### config.mk
export PLATFORM = sky130hd
export DESIGN_NAME = id_ex_stage
export DESIGN_NICKNAME = d
export VERILOG_FILES = /design/src/rtl/id_ex_stage.sv
export SDC_FILE = /design/constraint.sdc
export NUM_CORES = 1
export LEC_CHECK = 0
export CAP_MARGIN = 30
export CORE_AREA = 2 2 162 164
export CTS_BUF_LIST = sky130_fd_sc_hd__clkbuf_4 sky130_fd_sc_hd__clkbuf_8 sky130_fd_sc_hd__clkbuf_16
export DETAILED_ROUTE_END_ITERATION = 8
export DIE_AREA = 0 0 164 166
export PLACE_DENSITY = 0.71
export SYNTH_ARGS = -nofsm -noshare
export SYNTH_HDL_FRONTEND = slang
export SYNTH_SLANG_ARGS = --single-unit
### constraint.sdc
create_clock -name clk -period 3.5 [get_ports clk]
set_clock_uncertainty 0.2 [all_clocks]
set_input_delay 1.05 -clock clk [delete_from_list [all_inputs] [get_ports clk]]
set_output_delay 1.05 -clock clk [all_outputs]
set_load 0.1 [all_outputs]
### src/rtl/id_ex_stage.sv
// Decode->Execute pipeline register with load-use stall / redirect flush control
// and saturating stall/flush event counters for performance debug.
module id_ex_stage #(
   parameter int XLEN  = 32,
   parameter int CNT_W = 16
) (
   input  logic             clk,
   input  logic             rst_n,
   input  logic             ValidD,
   input  logic [XLEN-1:0]  RD1D,
   input  logic [XLEN-1:0]  RD2D,
   input  logic [XLEN-1:0]  PCD,
   input  logic [XLEN-1:0]  PCPlus4D,
   input  logic [XLEN-1:0]  ImmExtD,
   input  logic [4:0]       Rs1D,
   input  logic [4:0]       Rs2D,
   input  logic [4:0]       RdD,
   input  logic             RegWriteD,
   input  logic             MemWriteD,
   input  logic             JumpD,
   input  logic             BranchD,
   input  logic             ALUSrcD,
   input  logic [1:0]       ResultSrcD,
   input  logic [3:0]       ALUControlD,
   input  logic             PCSrcE,
   output logic [XLEN-1:0]  RD1E,
   output logic [XLEN-1:0]  RD2E,
   output logic [XLEN-1:0]  PCE,
   output logic [XLEN-1:0]  PCPlus4E,
   output logic [XLEN-1:0]  ImmExtE,
   output logic [4:0]       Rs1E,
   output logic [4:0]       Rs2E,
   output logic [4:0]       RdE,
   output logic             RegWriteE,
   output logic             MemWriteE,
   output logic             JumpE,
   output logic             BranchE,
   output logic             ALUSrcE,
   output logic [1:0]       ResultSrcE,
   output logic [3:0]       ALUControlE,
   output logic             ValidE,
   output logic             StallF,
   output logic             StallD,
   output logic             FlushD,
   output logic             FlushE,
   output logic [CNT_W-1:0] stall_cnt,
   output logic [CNT_W-1:0] flush_cnt
);

   typedef struct packed {
      logic [XLEN-1:0] rd1;
      logic [XLEN-1:0] rd2;
      logic [XLEN-1:0] pc;
      logic [XLEN-1:0] pc_plus4;
      logic [XLEN-1:0] imm;
      logic [4:0]      rs1;
      logic [4:0]      rs2;
      logic [4:0]      rd;
      logic            reg_write;
      logic            mem_write;
      logic            jump;
      logic            branch;
      logic            alu_src;
      logic [1:0]      result_src;
      logic [3:0]      alu_control;
      logic            valid;
   } e_t;

   e_t               e_q, e_d;
   logic [CNT_W-1:0] stall_cnt_q, stall_cnt_d;
   logic [CNT_W-1:0] flush_cnt_q, flush_cnt_d;
   logic             lw_stall;

   // A load in E whose destination is read by the real instruction in D.
   always_comb begin
      lw_stall = e_q.valid & (e_q.result_src == 2'b01) & (e_q.rd != 5'd0) & ValidD &
                 ((e_q.rd == Rs1D) | (e_q.rd == Rs2D));
      StallF   = lw_stall & ~PCSrcE;
      StallD   = lw_stall & ~PCSrcE;
      FlushD   = PCSrcE;
      FlushE   = lw_stall | PCSrcE;
   end

   always_comb begin
      e_d = '0;
      if (!FlushE) begin
         e_d.rd1      = RD1D;
         e_d.rd2      = RD2D;
         e_d.pc       = PCD;
         e_d.pc_plus4 = PCPlus4D;
         e_d.imm      = ImmExtD;
         e_d.rs1      = Rs1D;
         e_d.rs2      = Rs2D;
         e_d.rd       = RdD;
         e_d.valid    = ValidD;
         // An empty D slot carries no side effects into E.
         if (ValidD) begin
            e_d.reg_write   = RegWriteD;
            e_d.mem_write   = MemWriteD;
            e_d.jump        = JumpD;
            e_d.branch      = BranchD;
            e_d.alu_src     = ALUSrcD;
            e_d.result_src  = ResultSrcD;
            e_d.alu_control = ALUControlD;
         end
      end
   end

   always_comb begin
      stall_cnt_d = stall_cnt_q;
      flush_cnt_d = flush_cnt_q;
      if (StallD && (stall_cnt_q != '1)) stall_cnt_d = stall_cnt_q + CNT_W'(1);
      if (PCSrcE && (flush_cnt_q != '1)) flush_cnt_d = flush_cnt_q + CNT_W'(1);
   end

   always_ff @(posedge clk or negedge rst_n) begin
      if (!rst_n) begin
         e_q         <= '0;
         stall_cnt_q <= '0;
         flush_cnt_q <= '0;
      end else begin
         e_q         <= e_d;
         stall_cnt_q <= stall_cnt_d;
         flush_cnt_q <= flush_cnt_d;
      end
   end

   assign RD1E        = e_q.rd1;
   assign RD2E        = e_q.rd2;
   assign PCE         = e_q.pc;
   assign PCPlus4E    = e_q.pc_plus4;
   assign ImmExtE     = e_q.imm;
   assign Rs1E        = e_q.rs1;
   assign Rs2E        = e_q.rs2;
   assign RdE         = e_q.rd;
   assign RegWriteE   = e_q.reg_write;
   assign MemWriteE   = e_q.mem_write;
   assign JumpE       = e_q.jump;
   assign BranchE     = e_q.branch;
   assign ALUSrcE     = e_q.alu_src;
   assign ResultSrcE  = e_q.result_src;
   assign ALUControlE = e_q.alu_control;
   assign ValidE      = e_q.valid;
   assign stall_cnt   = stall_cnt_q;
   assign flush_cnt   = flush_cnt_q;

endmodule
=== Yosys cells after proc, flatten, opt, wreduce, memory -nomap -nowiden ===
Cells that the tools add are included.

* Flip-flop bits (word level): 219
* Bits in latches: 0
* Memory bits (writable): 0
* Memory bits (read-only): 0
* Bits of input ports: 190
* Output and inout bits: 223
* Memories: 0

* Add/subtract/negate cells: 2
* $mul: 0
* Divide/modulo/power cells: 0
* $lt $le $gt $ge: 0
* Equal/unequal tests: 5
* Shifts and indexed selects: 0
* Multiplexer cells: 2
* Bitwise gates (word level): 8
* Reduce and logical (&&, ||, !) cells: 3

{| class="wikitable"
|+ Operators with widths
! cell !! count
|-
| 187-bit two-way mux || 1
|-
| 16-bit by 1-bit adder with 16-bit output (second input constant) || 2
|-
| 16-bit != test (second input constant) || 2
|-
| 11-bit two-way mux || 1
|-
| 5-bit equality test || 2
|-
| 1-bit AND || 5
|-
| 5-bit nonzero test || 1
|-
| 2-bit by 1-bit equality test with 1-bit output (second input constant) || 1
|-
| 1-bit logical AND || 2
|-
| 1-bit OR || 2
|-
| 1-bit NOT || 1
|}

=== Depth between registers and ports, before layout ===
Gate-level depths: netlist of the first run.

* Word-level depth: 7
* Gate-level depth with buffers: 7
* Depth with buffers taken out: 6

=== Worst setup path before layout of the first run ===
No wires, ideal clock.

* Path kind: register to output
* Start point: reg e_q (netlist bit RdE[0])
* End point: out StallF
* Arrival: 3.171 ns
* Setup slack: -0.921 ns
* Stages on the path, launching flop included: 7
* Buffers on the path: 2
* Cell sequence: dfrtp_1 xnor2_1 nand3_1 o22ai_2 clkbuf_1 and2_1 buf_4

* Word-level cells in the longest chain between the ends: 5
* Elaborated cells on any way between the ends: 8

{| class="wikitable"
|+ Ends and longest elaborated chain
! item !! line !! source
|-
| from (decl) || 69 || <nowiki>e_t e_q, e_d;</nowiki>
|-
| from (signal assigned) || 118 || <nowiki>e_q <= '0;</nowiki>
|-
| from (signal assigned) || 122 || <nowiki>e_q <= e_d;</nowiki>
|-
| 5-bit nonzero test || 76 || <nowiki>lw_stall = e_q.valid & (e_q.result_src == 2'b01) & (e_q.rd != 5'd0) & ValidD &</nowiki>
|-
| 1-bit AND (2 in a row) || 76 ||
|-
| 1-bit AND * || 76 ||
|-
| 1-bit AND * || - ||
|-
| to (decl) || 42 || <nowiki>output logic StallF,</nowiki>
|}

Every way passes the cells marked *; elsewhere a longest branch is shown, timed or not.

=== Worst setup path after layout of the first run ===
* Start point: reg e_q (netlist bit RdE[1])
* End point: out FlushE

* Word-level cells in the longest chain between the ends: 5
* Elaborated cells on any way between the ends: 8

{| class="wikitable"
|+ Ends and longest elaborated chain
! item !! line !! source
|-
| 5-bit nonzero test || 76 ||
|-
| 1-bit AND (2 in a row) || 76 ||
|-
| 1-bit AND * || 76 ||
|-
| 1-bit OR * || 81 || <nowiki>FlushE = lw_stall | PCSrcE;</nowiki>
|-
| to (decl) || 45 || <nowiki>output logic FlushE,</nowiki>
|}

Marks and branches as above.

==> results.md, run 1 <==
* Run status: finished, final reports clean
* Crit Path Class: flop to output port
* Post-synth cell types at 34
* Detailed-route via count at 5714
* Clock tree from TritonCTS: yes
* IO Count at 413
* Maximum fanout along the worst path at 2
* Actual slew at the worst max-slew pin at 0.867 ns
* Aggregate routed wire length at 23.0 mm
* WL/cell at 17.0 µm
* Initial cell density of the core at 0.302
* Rows at 59
* Post-layout nets at 1196
* Syn_nets at 762
* TritonRoute pass-1 iters at 4
* Hold_buf cts at 0
* Clk Tree Root Cell: clkbuf_16
* Max-cap violations at 0
* H-tree depth at 1
* Number of global-route vias before repair at 6038
* Category of cells accounting for the largest share of critical-path delay: simple AND/OR/NAND/NOR gates
* Static leakage power at 6.12 nW
* Total count of hold-check failures in the final report at 0
* Number of sinks on the clock net at 219
* Avg Inst Size Synth at 13.6 µm²
* Final setup slack of the worst path at 0.0578 ns
* Max-Slew Margin vs Limit at 0.422
* Cell type of the slowest stage on the worst timing path: or4_4
* Commonest non-fill, non-tap cells in the layout: buf_4 (239), dfrtp_1 (214), and2_1 (187)
* Total buffers and inverters traversed by the critical path at 2
* Final-layout fill cell count at 2250
* Achievable frequency at 0.291 GHz
* Final critical delay including setup and external delays at 3.44 ns
* R2R cell count at 6
* Source-to-sink clock delay at the later pin of the worst-skew pair at 0.51 ns
* Gate Count Post-Synth at 570
* First-iteration detailed-routing DRC count at 409
* Final Cycle Share at 0.983
* Floorplan die area at 0.0272 mm²
* Setup slack at placement at -0.270 ns
* Number of buffers added on ports at 412
* Synth Cell Area at 0.00775 mm²
* Area grow syn2layout at 64.4%
* Crit path cell chain: or4_4 -> o21a_4 -> a21oi_4 -> clkinvlp_4 -> buf_12
* Required time of the critical path at 2.25 ns
* Clock transition at the register clock pins on the worst setup and hold paths after CTS at 0.06 ns
* Critical Path Start Type: flop
* Number of nets with antenna violations after detailed routing at 0
* DRC violations left at 0
* Critical Path AT at 2.19 ns
* Warnings, synthesis at 0
* TritonCTS Buffers at 24
* Power density over the cells at 580 mW/mm²
* HPWL after detailed placement at 17.4 mm
* Final setup fails at 0
* Antenna violations before repair at 1
* Highest ir drop seen on vdd at 0.000623 V
* Hold slack final at 0.286 ns
* Most common cell after layout, fill and taps aside: buf_4
* Sequential element share of the synthesized area at 0.707
* Combinational family with the most area after synthesis: simple AND/OR/NAND/NOR gates
* RSZ-0062 raised after global routing: true
* WP depth at 5
* Final-layout setup total negative slack at 0 ns
* Core Area at 0.0256 mm²
* Hold WC Path Type: input port to asynchronous set/reset pin
* Maximum number of buffers from clock root to sink at 3
* Xor-xnor portion of the synthesized cell area at 0.0373
* Basic-gate share of the synthesized area counting and, or, nand and nor cells at 0.210
* Delay of the slowest cell on the worst path at 0.51 ns
* Final-report max-slew violation count at 0
* Global-route usage over all layers at 0.167
* Number of register bits inferred by synthesis at 219
* Synth Area in Adders at 0.00323
* Per-cell via count in the routed design at 4.20
* Aggregate global routing overflow at 0
* Wire length of the first global-routing pass at 35.0 mm
* Die span in y at 166 µm
* Maximum number of pins on one net before global-route repair at 108
* Post-synthesis compound-gate area fraction at 0.0163
* RePlAce Congestion at 0.835
* Overall die width at 164 µm
* Mux share of post-synthesis cell area at 0.00436
* Ratio of cells with drive above 1 in the final layout at 0.308
* Critical Path Sink Type: output port
[through the flow]
stage                     power, mW   util  std cells  instance area (µm²)
after floorplan                4.08      -        570                 7790
after global placement         4.68  0.461       1310                11800
after detailed placement       4.69  0.461       1310                11800
after CTS                      7.49  0.497       1357                12700
after global routing           7.66  0.497       1358                12700
final                          7.39  0.497       1359                12700
[logic make-up (layout without fill, tap and decap cells)]
| group | count (synthesis) | in the layout |
|---|---|---|
| AO/OA/AOI/OAI | 17 | 17 |
| adder cells (fa/ha/maj) | 2 | 2 |
| flip-flops | 219 | 219 |
| multiplexers | 3 | 3 |
| other | 0 | 2 |
| AND/OR/NAND/NOR | 269 | 269 |
| buffers and inverters | 27 | 479 |
| XOR/XNOR | 33 | 33 |
[worst register-to-register path, delay by kind of cell, from the launching register on]
family,cells,cell delay [ns]
DFF,1,0.47
and+or+nand+nor,2,0.72
AOI/OAI and AO/OA,2,0.39
buffers and inverters,2,1.14
[path summary, 6_finish.rpt]
path                                     startpoint                        end  slack (ns)
max                                RdE[1]$_DFF_PN0_                     FlushE        0.06
min                                           rst_n  stall_cnt[13]$_DFFE_PN0P_        0.29
max reg2reg                        RdE[1]$_DFF_PN0_          Rs2E[2]$_DFF_PN0_        0.50
min reg2reg                flush_cnt[0]$_DFFE_PN0P_   flush_cnt[0]$_DFFE_PN0P_        0.33
max in group asynchronous                     rst_n          RD2E[2]$_DFF_PN0_        2.02
min in group clk           flush_cnt[0]$_DFFE_PN0P_   flush_cnt[0]$_DFFE_PN0P_        0.33
[final cells by class]
class                           instances  area, µm²  share of cell area
Tap cell                              335        419              0.0329
Sequential cell                       219       5490               0.431
Clock inverter                          6        108             0.00845
Timing Repair Buffer                  434       3780               0.297
Antenna cell                            2       5.00            0.000393
Multi-Input combinational cell        324       2150               0.169
Inverter                                1       7.51            0.000589
Clock buffer                           38        773              0.0607
[what timing repair did]
action,4_1_cts,5_1_grt
pin swaps,17,13
gates resized for setup,27,8
gates cloned,0,0
hold endpoints to repair,0,0
buffers inserted,3,0
setup endpoints to repair,3,3
[metal layers]
layer,vias to the layer above,global-route usage,wire length (µm)
met4,0,0.0584,722
met2,252,0.286,11600
met5,-,0,0
met3,46,0.0562,2010
met1,2720,0.196,8700
li1,2696,-,-
[synthesized netlist by cell type]
cell type	instances	area [µm²]
mux2_2	3	33.8
nor3_1	4	20.0
o21a_1	3	22.5
xor2_1	2	17.5
buf_6	5	56.3
a41oi_1	1	8.76
and4b_1	2	20.0
nand2_1	11	41.3
and4_1	4	35.0
nand4_1	15	93.8
clkbuf_1	7	26.3
a31oi_1	1	6.26
and2_1	188	1180
xnor2_1	31	272
buf_2	1	5.00
nor2_1	11	41.3
a21oi_1	8	40.0
nand2b_1	2	12.5
inv_1	1	3.75
o22ai_2	1	12.5
nand3_1	18	90.1
o21ai_2	1	8.76
a21oi_4	1	16.3
or4_4	1	11.3
or3_1	1	6.26
ha_1	2	25.0
dfrtp_1	219	5480
o2111a_1	1	11.3
and3_1	8	50.1
buf_4	3	22.5
nand4b_1	2	17.5
nor2b_1	1	6.26
and3b_1	1	8.76
clkbuf_2	10	50.1
[sequential cells by signal, summed over array words and instances, names as in the netlist, 2 cells and up]
name and cells:
ImmExtE 32, PCE 32, PCPlus4E 32, RD1E 32, RD2E 32, flush_cnt 16, stall_cnt 16, RdE 5
Rs1E 5, Rs2E 5, ALUControlE 4, ResultSrcE 2
[power breakdown]
part | leakage (nW) | total [mW] | internal, mW | switching, mW
clock | 0.439 | 2.75 | 1.73 | 1.02
sequential | 2.84 | 2.77 | 2.68 | 0.0866
combinational | 2.84 | 1.87 | 0.493 | 1.38
No activity file was read; power rests on OpenSTA's default activity.
==> run 2: changes to the inputs <==
- ABC_CLOCK_PERIOD_IN_PS: not set -> 4400
- CORE_AREA: 2 2 162 164 -> 2 2 161 163
- DIE_AREA: 0 0 164 166 -> 0 0 163 165
- PLACE_DENSITY: 0.71 -> 0.72
- clock period: 3.5 -> 4.4 ns (I/O delays scaled with it)
==> results.md, run 2 (synthesis results as in run 1) <==
* Clk Tree Root Cell: clkbuf_16
* TritonCTS Buffers at 24
* Critical Path Sink Type: output port
* Hold WC Path Type: flop to flop
* RSZ-0062 raised after global routing: false
* First-iteration detailed-routing DRC count at 276
* Number of global-route vias before repair at 5927
* Antenna violations before repair at 0
* Maximum fanout along the worst path at 4
* Final critical delay including setup and external delays at 4.28 ns
* Rows at 58
* Highest ir drop seen on vdd at 0.000417 V
* Part of the power in registers at 0.383
* DRC violations left at 0
* Area taken by flip-flops and latches at 0.00548 mm²
* Core Area at 0.0250 mm²
* Post-layout nets at 1186
* H-tree depth at 1
* R2R cell count at 6
* Clock transition at the register clock pins on the worst setup and hold paths after CTS at 0.06 ns
* Final-report max-slew violation count at 0
* WL/cell at 16.4 µm
* Internal Pwr Total at 3.79 mW
* Maximum number of buffers from clock root to sink at 3
* Hold_buf cts at 0
* Overall die width at 163 µm
* Achievable frequency at 0.234 GHz
* Number of nets with antenna violations after detailed routing at 0
* Total count of hold-check failures in the final report at 0
* Aggregate routed wire length at 22.0 mm
* Global-route usage over all layers at 0.158
* Antenna diodes at 0
* Die span in y at 165 µm
* Final Cycle Share at 0.973
* Final-layout setup total negative slack at 0 ns
* Worst r2r src: RdE[1]$_DFF_PN0_
* Number of buffers added on ports at 412
* Actual slew at the worst max-slew pin at 1.04 ns
* TritonRoute pass-1 iters at 4
* Area taken by multi-input logic gates at 0.00212 mm²
* Net switching share of the total power at 0.338
* Per-cell via count in the routed design at 4.20
* Commonest non-fill, non-tap cells in the layout: clkdlybuf4s50_1 (398), dfrtp_1 (219), and2_1 (187)
* Ratio of cells with drive above 1 in the final layout at 0.0772
* HPWL after detailed placement at 16.7 mm
* Min-delay src: stall_cnt[11]$_DFFE_PN0P_
* Initial cell density of the core at 0.309
* Crit Path Class: input port to output port
* Final Non-Filler Cells at 1341
* Hold worst-path end: stall_cnt[11]$_DFFE_PN0P_
* Number of sinks on the clock net at 219
* Detailed-route via count at 5637
* Floorplan die area at 0.0269 mm²
* Aggregate global routing overflow at 0
* Required time of the critical path at 2.88 ns
* Critical Path Start Type: input port
* Run status: finished, final reports clean
* IO Count at 413
* Most common cell after layout, fill and taps aside: clkdlybuf4s50_1
* Max-cap violations at 0
* Area grow syn2layout at 69.4%
* Maximum number of pins on one net before global-route repair at 108
* Power dissipated by switching net loads at 1.94 mW
* Power density over the cells at 436 mW/mm²
* Part of the power in combinational logic at 0.266
* Critical Path AT at 2.76 ns
* Cell count after placement at 1297
* Final-layout fill cell count at 2190
* RePlAce Congestion at 0.786
* Final setup fails at 0
* Clock tree from TritonCTS: yes
* Cell count of the worst hold path at 1
* Hold slack final at 0.325 ns
* Critical R2R Capture: PCE[24]$_DFF_PN0_
* Source-to-sink clock delay at the later pin of the worst-skew pair at 0.50 ns
* Max-Slew Margin vs Limit at 0.305
* Static leakage power at 5.72 nW
* Wire length of the first global-routing pass at 32.8 mm
* Reg-to-reg setup timing slack at 1.65 ns
* Clock share of power at 0.350
## run 2: critical path, cell delays in order
cell             delay [ns]
clkdlybuf4s50_1        0.50
xnor2_1                0.15
nand2_2                0.12
o22ai_4                0.25
and2_4                 0.23
buf_12                 0.18
## run 2: through the flow
step           power, mW  utilization  instance area [µm²]  setup WS (ns)
2_1_floorplan       3.24            -                 7750         0.0323
3_3_place_gp        3.75        0.489                12300         0.0466
3_5_place_dp        3.76        0.490                12300         0.0286
4_1_cts             5.80        0.523                13100         0.0221
5_1_grt             5.95        0.524                13100         0.0202
6_report            5.73        0.524                13100          0.120
## run 2: cell type report
cell class | instances | share of cell area
sequential | 219 | 0.417
timing repair buffer | 424 | 0.328
multi-input combinational | 324 | 0.161
clock buffer | 36 | 0.0568
tap | 330 | 0.0315
clock inverter | 7 | 0.00505
inverter | 1 | 0.000286
## run 2: how the worst max path moves through the flow
stage,start,endpoint,cells past startpoint
2_1_floorplan,Rs2D[0],StallF,6
3_3_place_gp,Rs2D[1],FlushE,7
3_5_place_dp,Rs2D[1],FlushE,7
4_1_cts,Rs2D[1],FlushE,7
5_1_grt,Rs2D[3],FlushE,7
6_report,Rs2D[1],StallD,6
## run 2: power by group through the flow
| stage | Clock [mW] | Combinational (mW) | Sequential [mW] |
|---|---|---|---|
| finish | 2.01 | 1.53 | 2.19 |
| global placement | 0 | 1.52 | 2.23 |
| floorplan | 0 | 0.158 | 3.09 |
| detailed placement | 0 | 1.53 | 2.23 |
| global route | 2.16 | 1.58 | 2.21 |
| CTS | 2.07 | 1.53 | 2.20 |
## run 2: what timing repair did
action / CTS / global route
gates resized for setup: 0 / 2
setup buffers: 0 / 0
endpoints found under the setup margin: 0 / 3
## run 2: layer usage
metal | part of all wire | track usage
met1 | 0.37 | 0.182
met2 | 0.51 | 0.279
met3 | 0.088 | 0.0535
met4 | 0.023 | 0.0475
met5 | 0 | 0
==> run 3: changes to the inputs <==
- ABC_CLOCK_PERIOD_IN_PS: 4400 -> not set
- GPL_TIMING_DRIVEN: not set -> 0
- clock period: 4.4 -> 5.15 ns (I/O delays scaled with it)
==> results.md, run 3 (synthesis results as in run 1) <==
* Net switching share of the total power at 0.342
* CP startpoint: PCSrcE
* Crit Path Class: input port to output port
* Antenna violations before repair at 1
* Final-layout fill cell count at 2092
* Critical Path Most Common Cell: clkdlybuf4s50_1
* Overall die width at 163 µm
* TritonCTS Buffers at 24
* Cell count of the worst hold path at 1
* WP depth at 3
* Core Area at 0.0250 mm²
* RePlAce Congestion at 0.812
* HPWL after detailed placement at 18.1 mm
* Source-to-sink clock delay at the later pin of the worst-skew pair at 0.51 ns
* Cell type of the slowest stage on the worst timing path: clkdlybuf4s50_1
* Part of the power in combinational logic at 0.275
* Reg-to-reg setup timing slack at 2.52 ns
* Max-Slew Margin vs Limit at 0.304
* Ratio of cells with drive above 1 in the final layout at 0.0902
* Clock tree from TritonCTS: yes
* Critical R2R Capture: PCE[25]$_DFF_PN0_
* End point of the critical path: FlushD
* Cell count after placement at 1328
* Post-layout nets at 1217
* Maximum fanout along the worst path at 3
* Total count of hold-check failures in the final report at 0
* Aggregate global routing overflow at 0
* Part of the power in registers at 0.383
* Number of sinks on the clock net at 219
* R2R cell count at 6
* Global-route usage over all layers at 0.170
* Required time of the critical path at 3.41 ns
* TritonRoute pass-1 iters at 4
* Initial cell density of the core at 0.309
* Category of cells accounting for the largest share of critical-path delay: buffers and inverters
* IO Count at 413
* Area grow syn2layout at 75.0%
* Detailed-route via count at 5840
* Total Power Consumption at 4.90 mW
* Delay of the slowest cell on the worst path at 1.12 ns
* Number of global-route vias before repair at 5999
* Post-route cell area at 0.0136 mm²
* Wire length of the first global-routing pass at 34.7 mm
* Internal Pwr Total at 3.23 mW
* DRC violations left at 0
* Static leakage power at 5.92 nW
* Run status: finished, final reports clean
* Achievable frequency at 0.198 GHz
* Rows at 58
* Critical Path Start Type: input port
* H-tree depth at 1
* Final critical delay including setup and external delays at 5.06 ns
* Critical Path Sink Type: output port
* Aggregate routed wire length at 23.4 mm
* Number of nets with antenna violations after detailed routing at 0
* Maximum number of pins on one net before global-route repair at 113
* Die span in y at 165 µm
* Final Cycle Share at 0.983
* Final-report max-slew violation count at 0
* Actual slew at the worst max-slew pin at 1.04 ns
* RSZ-0062 raised after global routing: false
* Hold WC Path Type: flop to flop
* Worst r2r src: RdE[1]$_DFF_PN0_
* Maximum number of buffers from clock root to sink at 3
* Hold_buf cts at 0
* Placed cell area at 0.0127 mm²
* Per-cell via count in the routed design at 4.25
* Final Non-Filler Cells at 1373
* Power density over the cells at 361 mW/mm²
* Floorplan die area at 0.0269 mm²
* WL/cell at 17.0 µm
* Total buffers and inverters traversed by the critical path at 3
* Number of buffers added on ports at 412
* Crit path cell chain: clkdlybuf4s50_1 -> buf_4 -> clkdlybuf4s50_1
* Commonest non-fill, non-tap cells in the layout: clkdlybuf4s50_1 (408), dfrtp_1 (219), and2_1 (187)
* Clock share of power at 0.342
* Final setup fails at 0
* Highest ir drop seen on vdd at 0.000470 V
* First-iteration detailed-routing DRC count at 281
* Most common cell after layout, fill and taps aside: clkdlybuf4s50_1
* Clock transition at the register clock pins on the worst setup and hold paths after CTS at 0.06 ns
* Critical Path AT at 3.32 ns
* Clk Tree Root Cell: clkbuf_16
* Power dissipated by switching net loads at 1.68 mW
* Max-cap violations at 0
[run 3: cell types whose count changed in the layout (fill, tap and decap cells not counted), moves of 4 or more]
cell and change:
buf_16 +15, clkbuf_2 +11, buf_6 +6, clkdlybuf4s50_1 +10, buf_4 -11, clkbuf_1 +4
buf_12 -6
[run 3: cell type report]
class                      instances  area [µm²]  area share
buffer                            25         161      0.0119
clock inverter                     7        42.5     0.00314
antenna                            1        2.50    0.000185
tap                              330         413      0.0304
timing repair buffer             430        4600       0.339
multi-input combinational        324        2110       0.156
clock buffer                      36         746      0.0550
inverter                           1        3.75    0.000277
sequential                       219        5480       0.404
[run 3: per-stage QoR]
| step | worst slack [ns] | hold slack (ns) | util | setup TNS [ns] |
|---|---|---|---|---|
| after CTS | 0.00950 | 0.329 | 0.540 | 0 |
| after global routing | 0.0231 | 0.344 | 0.542 | 0 |
| final | 0.0867 | 0.323 | 0.542 | 0 |
| after detailed placement | -1.20 | 0.314 | 0.509 | -3.32 |
| after global placement | -6.78 | 0.304 | 0.491 | -1483.97 |
| after floorplan | 0.0807 | 0.858 | - | 0 |
[run 3: power groups by stage]
stage,logic [mW],clock network (mW),registers (mW)
after floorplan,0.135,0,2.64
after global placement,1.30,0,1.91
after detailed placement,1.35,0,1.91
after CTS,1.36,1.72,1.88
after global routing,1.40,1.80,1.89
final,1.35,1.68,1.88
[run 3: worst min-delay path by stage]
stage | slack, ns | endpoint | startpoint
6_report | 0.32 | flush_cnt[10]$_DFFE_PN0P_ | flush_cnt[10]$_DFFE_PN0P_
3_5_place_dp | 0.31 | flush_cnt[15]$_DFFE_PN0P_ | flush_cnt[15]$_DFFE_PN0P_
3_3_place_gp | 0.30 | flush_cnt[10]$_DFFE_PN0P_ | flush_cnt[10]$_DFFE_PN0P_
5_1_grt | 0.34 | flush_cnt[10]$_DFFE_PN0P_ | flush_cnt[10]$_DFFE_PN0P_
2_1_floorplan | 0.86 | stall_cnt[15]$_DFFE_PN0P_ | stall_cnt[15]$_DFFE_PN0P_
4_1_cts | 0.33 | flush_cnt[10]$_DFFE_PN0P_ | flush_cnt[10]$_DFFE_PN0P_
[run 3: what timing repair did]
action,4_1_cts,5_1_grt
setup endpoints to repair,3,2
resized for setup,21,3
pin swaps,1,0
setup buffers,1,0
[run 3: routing by layer]
metal / part of all wire / global-route usage / wire [µm]
met1: 0.36 / 0.192 / 8410
met2: 0.52 / 0.298 / 12100
met3: 0.093 / 0.0643 / 2180
met5: 0 / 0 / 0
met4: 0.029 / 0.0495 / 669
